==> src/rtl/uart_rx_os_if.sv <==
// uart_rx_os_if
//   Groups the receiver's line/tick inputs and its result outputs.
//   The slave modport is the receiver. The master modport is the side
//   that supplies the line and the tick and consumes the received word.
//   Signals:
//     tick       1-clk oversampling strobe, OVS per bit period
//     rx         serial line, idle high
//     dout       last received word
//     rx_done    1-clk pulse, dout/parity_o/errors valid
//     parity_o   received parity bit
//     parity_err parity mismatch on the last frame
//     frame_err  stop bit sampled low on the last frame
interface uart_rx_os_if #(
   parameter int DBITS = 3
);
   logic             tick;
   logic             rx;
   logic [DBITS-1:0] dout;
   logic             rx_done;
   logic             parity_o;
   logic             parity_err;
   logic             frame_err;

   modport master (
      output tick, rx,
      input  dout, rx_done, parity_o, parity_err, frame_err
   );

   modport slave (
      input  tick, rx,
      output dout, rx_done, parity_o, parity_err, frame_err
   );
endinterface

==> src/rtl/uart_rx_os.sv <==
// uart_rx_os
//   UART receiver using a 16x (OVS) oversampling tick. Frame layout:
//   start (0), DBITS data bits LSB first, optional parity, stop (1).
//   The word is presented on dout with a one-clock rx_done pulse, together
//   with the received parity bit and parity/framing error flags.
//   Optional feature macro: UART_RX_PARITY_EN
//     defined   -> a parity bit follows the data bits and is checked
//     undefined -> no parity bit; parity_o and parity_err are tied to 0
//   Ports:
//     clk  system clock
//     rst  asynchronous reset, active-high
//     bus  uart_rx_os_if.slave (tick, rx in; dout, rx_done, parity_o,
//          parity_err, frame_err out)
module uart_rx_os #(
   parameter int DBITS      = 3,
   parameter int OVS        = 16,
   parameter int PARITY_ODD = 0
) (
   input  logic         clk,
   input  logic         rst,
   uart_rx_os_if.slave  bus
);

   localparam int TCW = $clog2(OVS);
   localparam int BCW = (DBITS > 1) ? $clog2(DBITS) : 1;

   localparam logic [TCW-1:0] TICK_LAST = TCW'(OVS - 1);
   localparam logic [TCW-1:0] TICK_MID  = TCW'(OVS / 2 - 1);
   localparam logic [BCW-1:0] BIT_LAST  = BCW'(DBITS - 1);

   typedef enum logic [2:0] {
      S_IDLE,
      S_START,
      S_DATA,
`ifdef UART_RX_PARITY_EN
      S_PARITY,
`endif
      S_STOP
   } state_t;

   state_t           state_q, state_d;
   logic [TCW-1:0]   tick_cnt_q, tick_cnt_d;
   logic [BCW-1:0]   bit_cnt_q, bit_cnt_d;
   logic [DBITS-1:0] shift_q, shift_d;
   logic [DBITS-1:0] dout_q, dout_d;
   logic             rx_done_q, rx_done_d;
   logic             frame_err_q, frame_err_d;
   logic             rx_meta_q, rx_sync_q;
   logic [DBITS-1:0] shift_in;
`ifdef UART_RX_PARITY_EN
   logic             parity_q, parity_d;
   logic             parity_o_q, parity_o_d;
   logic             parity_err_q, parity_err_d;
`endif

   // Two-flop synchronizer; rx is asynchronous to clk. Resets to the idle
   // level so a reset never looks like a start bit.
   always_ff @(posedge clk or posedge rst) begin
      if (rst) begin
         rx_meta_q <= 1'b1;
         rx_sync_q <= 1'b1;
      end else begin
         rx_meta_q <= bus.rx;
         rx_sync_q <= rx_meta_q;
      end
   end

   // New bits enter at the MSB so the first (LSB) bit ends up at bit 0.
   generate
      if (DBITS == 1) begin : g_shift_one
         assign shift_in = rx_sync_q;
      end else begin : g_shift_many
         assign shift_in = {rx_sync_q, shift_q[DBITS-1:1]};
      end
   endgenerate

   always_comb begin
      state_d      = state_q;
      tick_cnt_d   = tick_cnt_q;
      bit_cnt_d    = bit_cnt_q;
      shift_d      = shift_q;
      dout_d       = dout_q;
      rx_done_d    = 1'b0;
      frame_err_d  = frame_err_q;
`ifdef UART_RX_PARITY_EN
      parity_d     = parity_q;
      parity_o_d   = parity_o_q;
      parity_err_d = parity_err_q;
`endif

      case (state_q)
         S_IDLE: begin
            // Level-triggered: a line still low after a bad stop bit
            // immediately starts another frame (break handling).
            if (!rx_sync_q) begin
               state_d    = S_START;
               tick_cnt_d = '0;
            end
         end

         S_START: begin
            if (bus.tick) begin
               if (tick_cnt_q == TICK_MID) begin
                  tick_cnt_d = '0;
                  if (!rx_sync_q) begin
                     state_d   = S_DATA;
                     bit_cnt_d = '0;
                  end else begin
                     // Line went back high before mid start bit: glitch.
                     state_d = S_IDLE;
                  end
               end else begin
                  tick_cnt_d = tick_cnt_q + 1'b1;
               end
            end
         end

         S_DATA: begin
            if (bus.tick) begin
               if (tick_cnt_q == TICK_LAST) begin
                  tick_cnt_d = '0;
                  shift_d    = shift_in;
                  if (bit_cnt_q == BIT_LAST) begin
                     bit_cnt_d = '0;
`ifdef UART_RX_PARITY_EN
                     state_d   = S_PARITY;
`else
                     state_d   = S_STOP;
`endif
                  end else begin
                     bit_cnt_d = bit_cnt_q + 1'b1;
                  end
               end else begin
                  tick_cnt_d = tick_cnt_q + 1'b1;
               end
            end
         end

`ifdef UART_RX_PARITY_EN
         S_PARITY: begin
            if (bus.tick) begin
               if (tick_cnt_q == TICK_LAST) begin
                  tick_cnt_d = '0;
                  parity_d   = rx_sync_q;
                  state_d    = S_STOP;
               end else begin
                  tick_cnt_d = tick_cnt_q + 1'b1;
               end
            end
         end
`endif

         S_STOP: begin
            if (bus.tick) begin
               if (tick_cnt_q == TICK_LAST) begin
                  tick_cnt_d  = '0;
                  dout_d      = shift_q;
                  rx_done_d   = 1'b1;
                  // A bad stop bit is flagged but the word is still delivered.
                  frame_err_d = ~rx_sync_q;
`ifdef UART_RX_PARITY_EN
                  parity_o_d   = parity_q;
                  parity_err_d = (^shift_q) ^ parity_q ^ PARITY_ODD[0];
`endif
                  state_d     = S_IDLE;
               end else begin
                  tick_cnt_d = tick_cnt_q + 1'b1;
               end
            end
         end

         default: begin
            state_d    = S_IDLE;
            tick_cnt_d = '0;
            bit_cnt_d  = '0;
         end
      endcase
   end

   always_ff @(posedge clk or posedge rst) begin
      if (rst) begin
         state_q      <= S_IDLE;
         tick_cnt_q   <= '0;
         bit_cnt_q    <= '0;
         shift_q      <= '0;
         dout_q       <= '0;
         rx_done_q    <= 1'b0;
         frame_err_q  <= 1'b0;
`ifdef UART_RX_PARITY_EN
         parity_q     <= 1'b0;
         parity_o_q   <= 1'b0;
         parity_err_q <= 1'b0;
`endif
      end else begin
         state_q      <= state_d;
         tick_cnt_q   <= tick_cnt_d;
         bit_cnt_q    <= bit_cnt_d;
         shift_q      <= shift_d;
         dout_q       <= dout_d;
         rx_done_q    <= rx_done_d;
         frame_err_q  <= frame_err_d;
`ifdef UART_RX_PARITY_EN
         parity_q     <= parity_d;
         parity_o_q   <= parity_o_d;
         parity_err_q <= parity_err_d;
`endif
      end
   end

   assign bus.dout       = dout_q;
   assign bus.rx_done    = rx_done_q;
   assign bus.frame_err  = frame_err_q;
`ifdef UART_RX_PARITY_EN
   assign bus.parity_o   = parity_o_q;
   assign bus.parity_err = parity_err_q;
`else
   assign bus.parity_o   = 1'b0;
   assign bus.parity_err = 1'b0;
`endif

endmodule

==> src/flat_wrapper.sv <==
// flat-port wrapper written by rule: the top's interface ports become plain ports
module uart_rx_os_flat 
#(
   parameter int DBITS      = 3,
   parameter int OVS        = 16,
   parameter int PARITY_ODD = 0
)
  (clk, rst, bus_tick, bus_rx, bus_dout, bus_rx_done, bus_parity_o, bus_parity_err, bus_frame_err);
  uart_rx_os_if #(.DBITS(DBITS)) bus_i ();
  input  logic clk;
  input  logic rst;
  input wire logic [$bits(bus_i.tick)-1:0] bus_tick;
  input wire logic [$bits(bus_i.rx)-1:0] bus_rx;
  output wire logic [$bits(bus_i.dout)-1:0] bus_dout;
  output wire logic [$bits(bus_i.rx_done)-1:0] bus_rx_done;
  output wire logic [$bits(bus_i.parity_o)-1:0] bus_parity_o;
  output wire logic [$bits(bus_i.parity_err)-1:0] bus_parity_err;
  output wire logic [$bits(bus_i.frame_err)-1:0] bus_frame_err;
  assign bus_i.tick = bus_tick;
  assign bus_i.rx = bus_rx;
  assign bus_dout = bus_i.dout;
  assign bus_rx_done = bus_i.rx_done;
  assign bus_parity_o = bus_i.parity_o;
  assign bus_parity_err = bus_i.parity_err;
  assign bus_frame_err = bus_i.frame_err;
  uart_rx_os #(.DBITS(DBITS), .OVS(OVS), .PARITY_ODD(PARITY_ODD)) u_core (.clk(clk), .rst(rst), .bus(bus_i));
endmodule
==> config.mk <==
export PLATFORM = sky130hd
export DESIGN_NAME = uart_rx_os_flat
export DESIGN_NICKNAME = d
export VERILOG_FILES = /design/src/rtl/uart_rx_os_if.sv /design/src/rtl/uart_rx_os.sv /design/src/flat_wrapper.sv
export SDC_FILE = /design/constraint.sdc
export NUM_CORES = 1
export LEC_CHECK = 0
export BUFFER_PORTS_ARGS = -buffer_cell sky130_fd_sc_hd__buf_4
export CAP_MARGIN = 20
export CORE_MARGIN = 8
export CORE_UTILIZATION = 40
export CTS_CLUSTER_DIAMETER = 60
export DETAILED_ROUTE_END_ITERATION = 10
export PLACE_DENSITY = 0.63
export SYNTH_ARGS = -nofsm -noshare
export SYNTH_HDL_FRONTEND = slang
export SYNTH_SLANG_ARGS = --single-unit
==> constraint.sdc <==
create_clock -name clk -period 2 [get_ports clk]
set_clock_uncertainty 0.1 [all_clocks]
set_input_delay 0.1 -clock clk [delete_from_list [all_inputs] [get_ports clk]]
set_output_delay 0.1 -clock clk [all_outputs]
set_load 0.02 [all_outputs]
Word level (Yosys, flattened, before mapping) --
Cells that the tools add are included. W data, S select, Z words.
Cells by class: add/sub/neg operators 2, eq/ne operators 16, muxes and demuxes 26, bitwise logic cells 2, reductions and logical operators 8
Operator list (count):
- $mux W3 | 8
- $mux W4 | 5
- $mux W2 | 7
- $pmux W3 S4 | 1
- $pmux W4 S3 | 1
- $ne A2 B1 Y1 const B | 5
- $ne A2 B2 Y1 const B | 5
- $reduce_and A3 Y1 | 3
- $reduce_and A8 Y1 | 1
- $eq A3 B2 Y1 const B | 2
- $pmux W2 S3 | 1
- $reduce_and A6 Y1 | 1
- $add A4 B1 Y4 const B | 1
- $eq A4 B3 Y1 const B | 1
- $eq A4 B4 Y1 const B | 1
- $reduce_or A2 Y1 | 2
- $eq A3 B1 Y1 const B | 1
- $logic_not A3 Y1 | 1
- $mux W1 | 3
- $add A2 B1 Y2 const B | 1
- $eq A2 B2 Y1 const B | 1
- $not A1 Y1 | 2
Word-level totals: flip-flop bits (word level) 19, input port bits 4, output and inout bits 7, word-level logic and storage cells 63

Depth between registers and ports, before layout --
Gate-level depths: netlist of the first run.
word-level depth 5, gate-level depth with buffers 7, depth with buffers taken out 6

Worst setup path after synthesis of the first run --
No wires, ideal clock.
path type register to register, start reg u_core.state_q[0], end reg u_core.tick_cnt_q[3], library setup time 121 ps, arrival 1478 ps, data required time 1779 ps, setup slack 301 ps, stages on the path, launching flop included 8, path buffers 1, clock period less this slack 1699 ps, path through dfrtp_1 -> inv_1 -> ha_1 -> clkbuf_2 -> nor3_2 -> o21ai_1 -> o21ai_1 -> a22o_1
Between the ends: cells in the longest elaborated chain, start to end 4, elaborated cells between the ends (all ways) 10, those cells by class eq/ne (6); mux (1); reduce/logical (3)
Ends and longest elaborated chain:
- start, declared | RTL line uart_rx_os.sv:41 | state_t state_q, state_d;
- start signal, assigned | RTL line uart_rx_os.sv:195 | state_q <= state_d;
- $eq A3 B2 Y1 | RTL line uart_rx_os.sv:91 | case (state_q)
- $reduce_or A2 Y1 (no source line)
- $ne A2 B1 Y1 (no source line)
- $reduce_and A3 Y1 (no source line)
- end signal, assigned | RTL line uart_rx_os.sv:196 | tick_cnt_q <= tick_cnt_d;
- end, declared | RTL line uart_rx_os.sv:42 | logic [TCW-1:0] tick_cnt_q, tick_cnt_d;
Several ways; a longest one is shown, not always the timed one. A chain may end at the register's enable or synchronous reset.

Worst setup path after layout of the first run --
start reg u_core.state_q[0], end reg u_core.bit_cnt_q[0]
Between the ends: cells in the longest elaborated chain, start to end 4, elaborated cells between the ends (all ways) 13, those cells by class eq/ne (8); mux (1); bitwise (1); reduce/logical (3)
Ends and longest elaborated chain:
- $eq A3 B2 Y1 / $logic_not A3 Y1 (equally long branches) | RTL line uart_rx_os.sv:91
- $reduce_or A2 Y1 (no source line)
- $not A1 Y1 (no source line)
- $reduce_and A6 Y1 (no source line)
- end signal, assigned | RTL line uart_rx_os.sv:197 | bit_cnt_q <= bit_cnt_d;
- end, declared | RTL line uart_rx_os.sv:43 | logic [BCW-1:0] bit_cnt_q, bit_cnt_d;
Several ways; a longest one is shown, not always the timed one.

==> summary.md, run 1 <==
| Metric | Value |
|---|---|
| Status | complete, no violations |
| Comb pwr share | 0.399 |
| DRT iter0 DRCs | 17 |
| Setup Buffers After CTS | 0 |
| Via count | ~650 |
| Pins Over Slew Limit | 0 |
| Clk buf depth | 2 |
| Slowest-stage cell, CP | dfrtp_1 |
| H-tree levels | 1 |
| Crit Path Max Fanout | 8 |
| Critical Path, Cell by Cell | inv_1 -> ha_1 -> a21oi_2 -> o211ai_1 -> mux2_2 |
| Critical Path Max Stage Delay | between 0.4 and 0.5 ns |
| Met2 Track Usage GR | 0.137 |
| ANT nets after route | 0 |
| Worst-Margin Slew | about 0.65 ns |
| Die H | between 60 and 70 um |
| Total iterations of the first detailed-routing run | 5 |
| Ports | 11 |
| Fillers | 212 |
| CP top delay family | flip-flops |
| Hpwl dp | 1240 um |
| Crit path required time | 2.08 ns |
| Starting Density | 0.421 |
| Busiest layer in global routing | met2 |
| Synthesized flop and latch total | 18 |
| # setup viols final | 0 |
| Net Sw Frac | 0.374 |
| DR WL/cell | around 13 um |
| Fin. Hold Viols | 0 |
| GRT Overall Usage | 0.0864 |
| Final WL | 1640 um |
| Met3 usage | 0.0279 |
| Post-Synthesis Cells | 86 |
| Sequential-to-total area share from yosys stat | 0.487 |
| Worst-Skew Late Latency | 0.29 ns |
| Worst setup SP type | flip-flop |
| P_int | between 0.0007 and 0.0008 W |
| Drc violations | 0 |
| Switching power | 0.000437 W |
| CTS sink cnt | 18 |
| Critical path type | reg2reg |
| CP Data Arrival Time | 1.94 ns |
| Global-route wire length before repair | 2930 um |
| Die area | 4130 um^2 |
| Root Buffer | clkbuf_4 |
| Clk network pwr share | 0.194 |
| R2r setup slk | ~0.14 ns |
| Setup TNS | 0 ns |
| Flop pwr share | 0.407 |
| Largest net degree at the start of global routing | 19 |
| Synthesized area per cell | ~11 um^2 |
| Share of layout cells above drive strength 1 | 0.296 |
| Critical Path Sink Type | flip-flop |
| Tot Pwr | about 0.0012 W |
| Cts bufs inserted | 3 |
| Number of diodes | 0 |
| CTS clk-pin slew, worst paths | 0.11 ns |
| Final nets | 109 |
| VDD IR-drop max | 0.000774 V |
| Initial antenna violation count | 0 |
| Vias in the first global route | 652 |
| Lkg Pwr | 0.522 nW |
| Finished Core Util | 0.485 |
| Global Route met1 Usage | 0.103 |
| Synth warn | 0 |
| Slew HR | 0.565 |
| Hold Crit Class | in2reg |
| PortBufs | 8 |
| Area delta synth->final | 15.2% |
| CTS tree | yes |
| Core Area | 2210 um^2 |
| Cell variety after synth | 31 |
| Row Count | 17 |
| Die X | 64.2 um |
| GRT overflow | 0 |
| Fin crit share | 0.930 |
| Gpl congestion | 0.801 |
| Vias/cell | 5.18 |
| Crit path time final | 1.86 ns |
| PwrDens | 1090 nW/um^2 |
| Mapped Area | 931 um^2 |
| Max cap viols | 0 |
| Buf+Inv Stages, Crit Path | 1 |
| Peak Freq | 538 MHz |
-- power groups by stage --
stage               clock network (W)  logic, W  registers, W
floorplan                           0  0.000374      0.000470
global placement                    0  0.000442      0.000480
detailed placement                  0  0.000455      0.000482
CTS                          0.000230  0.000458      0.000475
global route                 0.000243  0.000532      0.000486
finish                       0.000227  0.000467      0.000477
-- layer usage --
metal / vias up / wire, um / part of all wire
li1: 324 / - / -
met2: 13 / 743 / 0.45
met3: 2 / 83 / 0.051
met4: 0 / 14 / 0.0085
met1: 314 / 796 / 0.49
met5: - / 0 / 0
-- cells in the mapped netlist (all sizes together) --
| cell | count | area, um^2 |
|---|---|---|
| a211oi | 1 | 7.51 |
| a21bo | 1 | 10.0 |
| a21oi | 1 | 8.76 |
| a222oi | 1 | 10.0 |
| a22o | 1 | 8.76 |
| and4 | 1 | 10.0 |
| and4b | 1 | 11.3 |
| buf | 2 | 15.0 |
| clkbuf | 1 | 5.00 |
| conb | 1 | 3.75 |
| dfrtp | 16 | 400 |
| dfstp | 2 | 52.6 |
| ha | 6 | 75.1 |
| inv | 4 | 15.0 |
| mux2 | 8 | 90.1 |
| mux2i | 1 | 10.0 |
| nand2 | 11 | 41.3 |
| nand2b | 1 | 6.26 |
| nand3 | 1 | 5.00 |
| nand3b | 2 | 15.0 |
| nand4 | 1 | 6.26 |
| nand4b | 1 | 8.76 |
| nor2 | 6 | 22.5 |
| nor3 | 3 | 20.0 |
| nor3b | 1 | 7.51 |
| o211ai | 2 | 15.0 |
| o21ai | 7 | 35.0 |
| o2bb2ai | 1 | 8.76 |
| or2 | 1 | 6.26 |
-- final timing paths --
path,cells after the start,end,startpoint
setup reg to reg,5,u_core.bit_cnt_q[0],u_core.state_q[0]
hold / removal,4,u_core.tick_cnt_q[1],bus_tick
max in group asynchronous,3,u_core.state_q[1],rst
setup / recovery,5,u_core.bit_cnt_q[0],u_core.state_q[0]
hold reg to reg,0,u_core.rx_sync_q,u_core.rx_meta_q
min in group asynchronous,3,u_core.tick_cnt_q[3],rst
-- logic make-up after synthesis --
logic type / count (synthesis) / synth area share
AND/OR/NAND/NOR: 30 / 0.172
flip-flops: 18 / 0.487
AO/OA/AOI/OAI: 15 / 0.112
multiplexers: 9 / 0.108
buffers and inverters: 7 / 0.0376
adder cells (fa/ha/maj): 6 / 0.0806
other: 1 / 0.00403
-- registers in the layout, summed over array words and instances (netlist names) --
signal / cells
u_core.shift_q: 3
u_core.rx_sync_q: 1
u_core.bus.dout: 3
u_core.bus.frame_err: 1
u_core.tick_cnt_q: 4
u_core.bus.rx_done: 1
u_core.rx_meta_q: 1
u_core.state_q: 2
u_core.bit_cnt_q: 2
-- tightest hold or removal path, delay by kind of cell --
kind	cells	cell delay [ns]
AOI/OAI and AO/OA	2	0.17
buffers and inverters	1	0.10
and+or+nand+nor	1	0.09
-- layout by cell type (no fill, tap or decap), types with 2 or more instances in the layout --
| cell | n |
|---|---|
| inv_1 | 4 |
| conb_1 | 2 |
| nor2_1 | 6 |
| dfrtp_1 | 16 |
| ha_1 | 5 |
| dlygate4sd3_1 | 2 |
| o21ai_1 | 2 |
| dfstp_2 | 2 |
| mux2_2 | 8 |
| o211ai_1 | 2 |
| o21ai_0 | 4 |
| buf_4 | 8 |
| nor3_1 | 2 |
| nand3b_1 | 2 |
| clkbuf_4 | 3 |
| nand2_1 | 11 |
-- repair_timing --
item / CTS / global route
hold endpoints to repair: 17 / 0
setup endpoints to repair: 0 / 6
gates resized for setup: 0 / 2
hold buffers: 2 / 0
-- layout make-up --
type,count,area [um^2],area share
clock buffer,4,36.3,0.0338
timing repair buffer,10,80.1,0.0747
inverter,4,15.0,0.0140
multi-input combinational,62,453,0.422
tap,28,35.0,0.0327
sequential,18,453,0.422
-- through the flow --
step / worst slack [ns] / hold slack [ns] / instance area [um^2] / cells
floorplan: 0.301 / -0.0629 / 935 / 87
global placement: 0.196 / 0.109 / 1010 / 120
detailed placement: 0.0931 / 0.110 / 1010 / 120
CTS: 0.0802 / 0.194 / 1070 / 126
global route: -0.00735 / 0.170 / 1070 / 126
finish: 0.140 / 0.107 / 1070 / 126
Note: power is estimated with default switching activity, not from simulation.
==> inputs of run 2 (changes only) <==
--- a/config.mk
+++ b/config.mk
@@ -8,10 +8,11 @@
 export BUFFER_PORTS_ARGS = -buffer_cell sky130_fd_sc_hd__buf_4
 export CAP_MARGIN = 20
 export CORE_MARGIN = 8
-export CORE_UTILIZATION = 40
+export CORE_UTILIZATION = 55
+export CTS_BUF_LIST = sky130_fd_sc_hd__clkbuf_8
 export CTS_CLUSTER_DIAMETER = 60
 export DETAILED_ROUTE_END_ITERATION = 10
-export PLACE_DENSITY = 0.63
+export PLACE_DENSITY = 0.76
 export SYNTH_ARGS = -nofsm -noshare
 export SYNTH_HDL_FRONTEND = slang
 export SYNTH_SLANG_ARGS = --single-unit
==> run 2 against run 1 <==
Critical endpoint is now u_core.state_q[0]. Largest power group unchanged. Clock power rose by 11%. Sequential power barely moved. Non-clock buffer count unchanged. Count of clock-buffer cells in the layout down 1. Die area is 21% lower. Via count fell by 1.2%. Register-to-register slack got worse by 0.03 ns. Routed wire length is 5.9% higher. Largest cell class unchanged. Utilization grew 16 points. Fmax down 1.4%.
==> summary.md, run 2 (same netlist as run 1, synthesis figures left out) <==
| Metric | Value |
|---|---|
| Status | complete, no violations |
| Setup TNS | 0 ns (unchanged) |
| Clk buf depth | 2 (unchanged) |
| Highest-count cells in the layout ignoring fill and taps | dfrtp_1 (16), nand2_1 (11), mux2_2 (8), buf_4 (8) |
| Peak Freq | 530 MHz (-1.4%) |
| CTS tree | yes |
| Initial antenna violation count | 0 (unchanged) |
| Die area | 3260 um^2 (-21%) |
| Starting Density | 0.564 (+0.143) |
| Share of layout cells above drive strength 1 | 0.276 (-0.0204) |
| Reg-to-reg startpoint | u_core.tick_cnt_q[0] |
| Vias/cell | 5.61 (+8.2%) |
| GRT overflow | 0 (unchanged) |
| Critical path type | reg2reg |
| Most common cell after layout, fill and taps aside | dfrtp_1 |
| Critical Path Sink Type | flip-flop |
| Die X | 57.1 um (-11%) |
| Area delta synth->final | 14.4% |
| H-tree levels | 1 (unchanged) |
| Fin crit share | 0.943 (+0.0135) |
| Post-DP Area | 996 um^2 (-1.4%) |
| VDD IR-drop max | 0.000641 V (-17%) |
| Via count | 645 (-1.2%) |
| Final WL | 1740 um (+5.9%) |
| Final nets | 109 (unchanged) |
| Tot Pwr | 0.00120 W (+2.4%) |
| Total iterations of the first detailed-routing run | 4 (-1) |
| DRT iter0 DRCs | 22 (+5) |
| Die H | 57.1 um (-11%) |
| Crit path required time | 2.03 ns (-0.05 ns) |
| Row Count | 15 (-2) |
| Final instance area | 1060 um^2 (-0.70%) |
| ANT nets after route | 0 (unchanged) |
| Hpwl dp | 1270 um (+2.2%) |
| Slew HR | 0.553 (-0.0117) |
| GRT Overall Usage | 0.110 (+0.0240) |
| Most flops, register | u_core.tick_cnt_q |
| Core Area | 1650 um^2 (-25%) |
| # setup viols final | 0 (unchanged) |
| Max reg flops | 4 (unchanged) |
| Root Buffer | clkbuf_8 |
| Worst setup SP type | flip-flop |
| Crit path time final | 1.89 ns (+0.0270 ns) |
| PwrDens | 1130 nW/um^2 (+3.1%) |
| Cts bufs inserted | 3 (unchanged) |
| CTS sink cnt | 18 (unchanged) |
| Fin. Hold Viols | 0 (unchanged) |
| Ports | 11 (unchanged) |
| Worst-Skew Late Latency | 0.25 ns (-0.04 ns) |
| Worst r2r dst | u_core.state_q[0] |
| FF-to-FF path depth | 5 (unchanged) |
| CTS clk-pin slew, worst paths | 0.07 ns (-0.04 ns) |
| Number of diodes | 0 (unchanged) |
| Vias in the first global route | 670 (+2.8%) |
| PortBufs | 8 (unchanged) |
| Pins Over Slew Limit | 0 (unchanged) |
| Worst setup path endpoint | u_core.state_q[0] |
| RSZ-0062 raised after global routing | no |
| Largest net degree at the start of global routing | 19 (unchanged) |
| Global-route wire length before repair | 2890 um (-1.4%) |
| Drc violations | 0 (unchanged) |
| R2r setup slk | 0.11 ns (-0.03 ns) |
| Hold Crit Class | in2reg |
| Worst-Margin Slew | 0.670 ns (+0.0176 ns) |
| Gpl congestion | 0.788 (-1.6%) |
| CP Launch Point | u_core.tick_cnt_q[0] |
| DR WL/cell | 15.1 um (+16%) |
| Lkg Pwr | 0.530 nW (+1.4%) |
| Max cap viols | 0 (unchanged) |
| CP Data Arrival Time | 1.92 ns (-0.02 ns) |
| Crit Path Max Fanout | 7 (-1) |
run 2: cell types whose count changed in the layout (fill, tap and decap cells not counted):
cell      before  now
ha_2           1    0
clkbuf_4       3    0
ha_1           5    6
clkbuf_8       1    3
inv_1          4    5
run 2: area by class of cell:
class | instances | area (um^2)
fillers | 134 | 587
flip-flops and latches | 18 | 453
multi-input cells | 62 | 450
repair buffers | 10 | 80.1
clock buffers | 3 | 41.3
well taps | 17 | 21.3
inverters | 4 | 15.0
clock inverters | 1 | 3.75
run 2: how the worst min path moves through the flow:
stage / from / endpoint / cells after the start
2_1_floorplan: rst / u_core.bit_cnt_q[0] / 1
3_3_place_gp: bus_rx / u_core.rx_meta_q / 1
3_5_place_dp: bus_rx / u_core.rx_meta_q / 1
4_1_cts: bus_tick / u_core.tick_cnt_q[1] / 4
5_1_grt: bus_tick / u_core.tick_cnt_q[1] / 4
6_report: bus_tick / u_core.tick_cnt_q[1] / 4
run 2: through the flow:
stage               std cells  setup slack, ns  utilization  hold WS (ns)
floorplan                  87            0.301            -       -0.0629
global placement          109            0.208        0.603         0.109
detailed placement        109            0.113        0.603         0.110
CTS                       115           0.0779        0.642         0.221
global route              115          0.00121        0.645         0.187
finish                    115            0.113        0.645         0.147
run 2: report_power, final:
group / switching (W) / internal, W / total [W]
Clock: 0.000117 / 0.000136 / 0.000253
Sequential: 0.0000552 / 0.000422 / 0.000477
Combinational: 0.000270 / 0.000199 / 0.000469
Total: 0.000442 / 0.000756 / 0.00120
run 2: critical path: stages (launching register included):
cell,delay [ns]
dfrtp_1,0.40
ha_1,0.30
nand4_1,0.16
a222oi_1,0.45
o21ai_1,0.20
mux2i_1,0.16
run 2: timing repair:
| item | in CTS | in global routing |
|---|---|---|
| endpoints found under the setup margin | 0 | 5 |
| buffers inserted | 0 | 0 |
| hold buffers | 2 | 0 |
| gates resized for setup | 0 | 1 |
| hold endpoints to repair | 17 | 0 |
run 2: layer usage:
layer / vias up / share of wire / GRT usage
met5: - / 0 / 0
li1: 324 / - / -
met4: 0 / 0.011 / 0.0503
met2: 13 / 0.48 / 0.181
met3: 4 / 0.049 / 0.0399
met1: 304 / 0.45 / 0.124
